[config.mk]
export PLATFORM = sky130hd
export DESIGN_NAME = flash_fastread_ctrl
export DESIGN_NICKNAME = d
export VERILOG_FILES = /design/src/rtl/flash_rd_pkg.sv /design/src/rtl/flash_fastread_ctrl_sck_phase_gen.sv /design/src/rtl/flash_fastread_ctrl.sv
export SDC_FILE = /design/constraint.sdc
export NUM_CORES = 1
export LEC_CHECK = 0
export BUFFER_PORTS_ARGS = -buffer_cell sky130_fd_sc_hd__buf_2
export CAP_MARGIN = 20
export CORE_MARGIN = 2
export CORE_UTILIZATION = 52
export CTS_CLUSTER_DIAMETER = 150
export DETAILED_ROUTE_END_ITERATION = 10
export PLACE_DENSITY_LB_ADDON = 0.15
export SLEW_MARGIN = 20
export SYNTH_ARGS = -nofsm -noshare
export SYNTH_HDL_FRONTEND = slang
export SYNTH_SLANG_ARGS = --single-unit
[constraint.sdc]
create_clock -name HCLK -period 2.5 [get_ports HCLK]
set_input_delay 0.375 -clock HCLK [delete_from_list [all_inputs] [get_ports HCLK]]
set_output_delay 0.375 -clock HCLK [all_outputs]
set_load 0.03 [all_outputs]
[src/rtl/flash_rd_pkg.sv]
// -----------------------------------------------------------------------------
// flash_rd_pkg
// Shared types and constants for the SPI Fast Read word controller that talks
// to the external SST26WF080B program flash.
//   state_e        controller states
//   CMD_FAST_READ  SPI Fast Read opcode
//   SEND_BITS      command + address + dummy bits shifted out per transaction
//   RECV_BITS      data bits shifted in per word
//   FDO_IDLE       pad output levels (WP#/HOLD# held inactive, SI low)
//   FDOE_*         pad output enables with CE# active / inactive
//   bswap32        byte reversal (wire order is big-endian, rdata little-endian)
// -----------------------------------------------------------------------------
package flash_rd_pkg;

    typedef enum logic [2:0] {
        IDLE,
        SEND,
        RECV,
        HOLD,
        DESEL
    } state_e;

    localparam logic [7:0] CMD_FAST_READ = 8'h0B;
    localparam int         SEND_BITS     = 40;
    localparam int         RECV_BITS     = 32;

    localparam logic [3:0] FDO_IDLE      = 4'b1100;
    localparam logic [3:0] FDOE_ACTIVE   = 4'b1101;
    localparam logic [3:0] FDOE_IDLE     = 4'b1100;

    function automatic logic [31:0] bswap32(input logic [31:0] w);
        return {w[7:0], w[15:8], w[23:16], w[31:24]};
    endfunction

endpackage

[src/rtl/flash_fastread_ctrl_sck_phase_gen.sv]
// -----------------------------------------------------------------------------
// sck_phase_gen
// SCK phase generator. While en is high it produces a square wave with a
// half-period of DIV HCLK cycles, low phase first. When en is low the clock
// parks low and the phase counter restarts, so the first cycle after enable
// is always the first cycle of a low phase.
//   HCLK, HRESET  clock, synchronous active-high reset
//   en            run the SCK
//   fsclk         flash SCK (straight from a flop, glitch-free)
//   shift_tick    first cycle of a low phase (new SI bit is presented)
//   sample_tick   last cycle of a high phase (SO is sampled at its end)
// -----------------------------------------------------------------------------
module sck_phase_gen #(
    parameter int DIV = 1
) (
    input  logic HCLK,
    input  logic HRESET,
    input  logic en,
    output logic fsclk,
    output logic shift_tick,
    output logic sample_tick
);

    localparam int CW = (DIV > 1) ? $clog2(DIV) : 1;

    logic [CW-1:0] cnt;
    logic          phase;     // 0 = low phase, 1 = high phase
    logic          last;

    assign last = (cnt == CW'(DIV - 1));

    // NOTE: every flop is written with <= so all registers update together
    // at the edge regardless of the order the blocks are evaluated in.
    always_ff @(posedge HCLK) begin
        if (HRESET || !en) begin
            cnt   <= '0;
            phase <= 1'b0;
        end else if (last) begin
            cnt   <= '0;
            phase <= ~phase;
        end else begin
            cnt   <= cnt + 1'b1;
        end
    end

    assign fsclk       = phase;
    assign shift_tick  = en & ~phase & (cnt == '0);
    assign sample_tick = en &  phase & last;

endmodule

[src/rtl/flash_fastread_ctrl.sv]
// -----------------------------------------------------------------------------
// flash_fastread_ctrl
// 32-bit word reader for the SST26WF080B using SPI Fast Read (0x0B) on
// IO0/IO1. CE# is held low after a word so that the next sequential word is
// streamed without a new command; any other address closes the transaction,
// keeps CE# high for T_CSH cycles and starts over.
//   HCLK, HRESET  clock, synchronous active-high reset
//   req, addr     read request and byte address (held until rvalid)
//   rvalid        one-cycle pulse, rdata holds the requested word
//   rdata         read word, byte at addr in [7:0]
//   fsclk, fcen   flash SCK and CE#
//   fdo, fdoe     pad outputs / output enables (SI on [0])
//   fdi           pad inputs (SO on [1])
// -----------------------------------------------------------------------------
module flash_fastread_ctrl
    import flash_rd_pkg::*;
#(
    parameter int DIV   = 1,
    parameter int T_CSH = 4
) (
    input  logic        HCLK,
    input  logic        HRESET,
    input  logic        req,
    input  logic [23:0] addr,
    output logic        rvalid,
    output logic [31:0] rdata,
    output logic        fsclk,
    output logic        fcen,
    output logic [3:0]  fdo,
    output logic [3:0]  fdoe,
    input  logic [3:0]  fdi
);

    localparam int CSW = (T_CSH > 1) ? $clog2(T_CSH) : 1;

    state_e          state, next_state;
    logic [39:0]     sr;          // outgoing cmd/addr/dummy, MSB on SI
    logic [31:0]     rx;          // incoming bits, first bit at the MSB
    logic [5:0]      bit_cnt;     // bits still to be started in this phase
    logic [CSW-1:0]  csh_cnt;
    logic [21:0]     last_idx;    // word index of the last completed read
    logic            fcen_q;

    logic            sck_en, shift_tick, sample_tick;
    logic            load_cmd, load_recv, done, enter_desel;
    logic            seq_ok;

    logic            unused_inputs;
    assign unused_inputs = ^{fdi[3:2], fdi[0], addr[1:0]};

    assign sck_en = (state == SEND) || (state == RECV);

    sck_phase_gen #(.DIV(DIV)) u_sck (
        .HCLK        (HCLK),
        .HRESET      (HRESET),
        .en          (sck_en),
        .fsclk       (fsclk),
        .shift_tick  (shift_tick),
        .sample_tick (sample_tick)
    );

    // Streaming only continues to the next word index; the top index never
    // continues because the flash wraps there.
    assign seq_ok = (addr[23:2] == last_idx + 22'd1) && (last_idx != '1);

    always_ff @(posedge HCLK) begin
        if (HRESET) state <= IDLE;
        else        state <= next_state;
    end

    // NOTE: next_state and all strobes get a default before the case so no
    // path leaves them unassigned, which would infer latches.
    always_comb begin
        next_state  = state;
        load_cmd    = 1'b0;
        load_recv   = 1'b0;
        done        = 1'b0;
        enter_desel = 1'b0;
        case (state)
            IDLE: begin
                if (req) begin
                    next_state = SEND;
                    load_cmd   = 1'b1;
                end
            end
            SEND: begin
                if (sample_tick && bit_cnt == '0) begin
                    next_state = RECV;
                    load_recv  = 1'b1;
                end
            end
            RECV: begin
                if (sample_tick && bit_cnt == '0) begin
                    next_state = HOLD;
                    done       = 1'b1;
                end
            end
            HOLD: begin
                // The request still on the bus during the rvalid cycle is the
                // one just served, so it is not a new request.
                if (req && !rvalid) begin
                    if (seq_ok) begin
                        next_state = RECV;
                        load_recv  = 1'b1;
                    end else begin
                        next_state  = DESEL;
                        enter_desel = 1'b1;
                    end
                end
            end
            DESEL: begin
                if (csh_cnt == '0) next_state = IDLE;
            end
            default: next_state = IDLE;
        endcase
    end

    // NOTE: the shift register is reset along with the rest of the datapath
    // because SI is taken straight from its MSB; clearing it keeps SI low
    // outside SEND without extra gating.
    always_ff @(posedge HCLK) begin
        if (HRESET) begin
            sr       <= '0;
            rx       <= '0;
            bit_cnt  <= '0;
            csh_cnt  <= '0;
            last_idx <= '0;
            rdata    <= '0;
            rvalid   <= 1'b0;
            fcen_q   <= 1'b1;
        end else begin
            rvalid <= done;
            // CE# is registered from the next state so it cannot glitch.
            fcen_q <= !(next_state inside {SEND, RECV, HOLD});

            if (load_cmd)
                sr <= {CMD_FAST_READ, addr[23:2], 2'b00, 8'h00};
            else if (state == SEND && sample_tick)
                sr <= {sr[38:0], 1'b0};

            if (load_cmd)
                bit_cnt <= 6'(SEND_BITS);
            else if (load_recv)
                bit_cnt <= 6'(RECV_BITS);
            else if (shift_tick)
                bit_cnt <= bit_cnt - 1'b1;

            if (state == RECV && sample_tick)
                rx <= {rx[30:0], fdi[1]};

            if (done) begin
                rdata    <= bswap32({rx[30:0], fdi[1]});
                last_idx <= addr[23:2];
            end

            if (enter_desel)
                csh_cnt <= CSW'(T_CSH - 1);
            else if (state == DESEL && csh_cnt != '0)
                csh_cnt <= csh_cnt - 1'b1;
        end
    end

    assign fcen = fcen_q;
    assign fdo  = {FDO_IDLE[3:1], sr[39]};
    assign fdoe = fcen_q ? FDOE_IDLE : FDOE_ACTIVE;

endmodule
==> impl_metrics.ini <==
[worst_setup_path]
cp_max_fo = 7
crit_slowest_cell = or4_4
arrival_ps = 2870
critPathCaptureType = flop
crit_chain = nand4_4 -> or4_4 -> a211oi_2 -> o22ai_1 -> or3_4 -> nor3_4 -> buf_6 -> nor3_1
cpPeakStageDelay_ps = 590
crit_type = reg -> reg
cp-start-kind = flop
worst_ep_required_time_ps = 2920
r2r_cells = 8

[route]
wire_per_inst_um = 14.33
wl_mm = 13.63
drc = 0
first_pass_iters = 5
first_iter_violations = 251
ant_nets = 0
viasPerCell = 5.423
vias = 5157

[cts]
cts_hold_buffers = 0
cts_root_buffer = clkbuf_8
clock_latency_ps = 530
clock-sinks = 130
htree_levels = 4
cts_buffer_depth = 2
clk_pin_slew_ps = 60
cts_tree = built
numCtsBuffers = 17

[timing]
hold_viol_final = 0
max_freq_mhz = 408.9
hold_ws_ps = 84.49
fin_crit_sh_pct = 97.83
tns_ps = 0
setup_violations = 0
relSlewSlack_pct = 47.11
finClkSkew_ps = 6.366
worst_pin_slew_ps = 792.5
slew_viol_final = 0
worst_slack_ps = 54.21
fin_crit_ps = 2446

[hold_path]
hold_depth = 3
hold_class = in -> reg

[yosys]
synth_edf_count = 0
yosys_warnings = 0
syn_area_per_cell_sq_um = 7.852
synthCells = 732
synth_ff_type = dfxtp_1
ys_seq_elements = 130
ys_seq_area_share_pct = 45.28
synth_area_sq_um = 5748
async_flop_share_pct = 0
synthDistinctLibCells = 59

[power_and_ir_drop]
power_leakage_nw = 2.608
switching_share_pct = 22.84
sequentialPowerShare_pct = 43.6
p_int_w = 0.003790
pwr-share-clk_pct = 50.6
pwr_density_cell_nw_per_um2 = 703.0
ir_worst_vdd_v = 0.0005536
power_switching_w = 0.001122
combPwrFrac_pct = 5.8

[final_layout]
num_antenna_cells = 0
final_util_pct = 64.73
final_cells = 951
drive_gt1_share_pct = 19.73
area_delta_synth_final_pct = 21.55
nets = 833

[global_route]
grt_use_total_pct = 24.14
antenna_found_initial = 0
grt_pass1_wl_mm = 22.39
grt_pass1_vias = 4885
grt_overflow = 0
grt_start_max_net_pins = 72

[placement]
place_hpwl_mm = 8.893
dp_slack_ps = 45.63
place_inst = 917
io_buffers = 62
finalWeightedCongestion = 0.8841

[floorplanning]
core.rowCount = 38
ioPinCount = 74
initial_core_util_pct = 53.26
core_sq_um = 10790
die_height_um = 109.1
die_x_um = 109.1
dieArea_sq_um = 11910

[flow_run]
cap_violations = 0

[run_status]
status = finished clean
path summary, 6_finish.rpt:
check                                 start         end  slack [ps]
worst max-delay path            last_idx[5]  bit_cnt[0]          50
worst min register to register     rdata[7]    rdata[7]         450
worst max register to register  last_idx[5]  bit_cnt[0]          50
worst min-delay path                 fdi[1]       rx[0]          80
metal layers:
metal  GRT usage, %  share of wire, %
met1          29.55                45
met2          40.20                48
met3          6.396               4.9
met4          9.890               1.8
met5              0                 0
Yosys cell counts (all sizes together), types with 2 or more instances:
library cell	instances	area, sq um
nand3b	3	22.52
nor3	19	111.4
or3b	2	17.52
inv	8	30.03
a22oi	18	135.1
o31ai	2	15.01
nor4	9	56.30
o21ai	9	45.04
a21oi	112	560.5
and4	4	36.29
xor2	13	113.9
a31oi	2	12.51
o2111ai	3	26.28
nand4	6	52.55
nand3	11	55.05
nand4b	3	26.28
nor2	23	86.33
nand2	217	814.5
nor2b	5	31.28
buf	12	76.32
and3	3	20.02
a211o	3	26.28
o311a	2	21.27
and4b	2	20.02
o211ai	2	15.01
o22ai	5	31.28
clkbuf	42	157.7
nor3b	4	30.03
ha	4	50.05
dfxtp	130	2603
a211oi	4	35.03
or3	6	42.54
or4	3	27.53
conb	2	7.510
nand2b	6	37.54
xnor2	22	192.7
cell usage in the layout, fill, tap and decap left out, drive strengths merged, types with 3 or more instances in the layout:
master	count
and3	3
bufinv	3
or4	3
nor2	23
a211o	3
nand3	11
clkbuf	20
o21ai	9
nand4b	3
a211oi	4
buf	96
conb	7
nand4	6
o2111ai	3
dfxtp	130
nand2	217
clkinv	7
nand3b	3
nor2b	5
xnor2	22
nor3b	4
a21oi	112
inv	9
ha	4
o22ai	5
nand2b	6
xor2	13
nor4	9
a22oi	18
and4	4
or3	6
nor3	19
power groups by stage:
stage / clock (W) / sequential (W) / combinational [W]
floorplan: 0 / 0.00218 / 0.000195
global placement: 0 / 0.00218 / 0.000268
detailed placement: 0 / 0.00219 / 0.000276
CTS: 0.00253 / 0.00214 / 0.000279
global route: 0.00262 / 0.00215 / 0.000313
finish: 0.00249 / 0.00214 / 0.000283
stage by stage:
| step | total power [W] | instance area [sq um] |
|---|---|---|
| after global placement | 0.002451 | 6307 |
| after floorplan | 0.002376 | 5768 |
| after CTS | 0.004950 | 6912 |
| final | 0.004912 | 6987 |
| after global routing | 0.005082 | 6987 |
| after detailed placement | 0.002462 | 6310 |
cell families after synthesis:
kind of cell	count (synthesis)	share of synthesized area [%]
AOI/OAI and AO/OA	166	16.65
xor gates and xnor gates	36	5.725
adders and majority gates	5	1.045
buffers and inverters	62	4.593
DFF	130	45.28
other	2	0.1307
and+or+nand+nor	331	26.58
sequential cells by signal, summed over array words and instances (netlist names):
name / count
bit_cnt: 6
csh_cnt: 2
fcen: 1
last_idx: 22
rdata: 32
rvalid: 1
rx: 31
sr: 30
state: 3
u_sck.cnt: 1
u_sck.fsclk: 1
worst max-delay path: cells and delay by family, from the launching register on:
family,cells,cell delay (ps)
and+or+nand+nor,5,1480
DFF,1,370
AOI/OAI and AO/OA,2,340
buffers and inverters,1,160
layout make-up:
cell class / count / area, sq um
fill: 919 / 3806
multi-input combinational: 545 / 2967
clock inverter: 12 / 156.4
timing repair buffer: 96 / 604.3
clock buffer: 20 / 445.4
sequential: 130 / 2609
tap: 140 / 175.2
inverter: 8 / 30.03
timing repair:
action / in CTS / in global routing
endpoints found under the setup margin: 0 / 11
resized for setup: 0 / 17
setup buffers: 0 / 2
No activity file was read; power rests on OpenSTA's default activity.
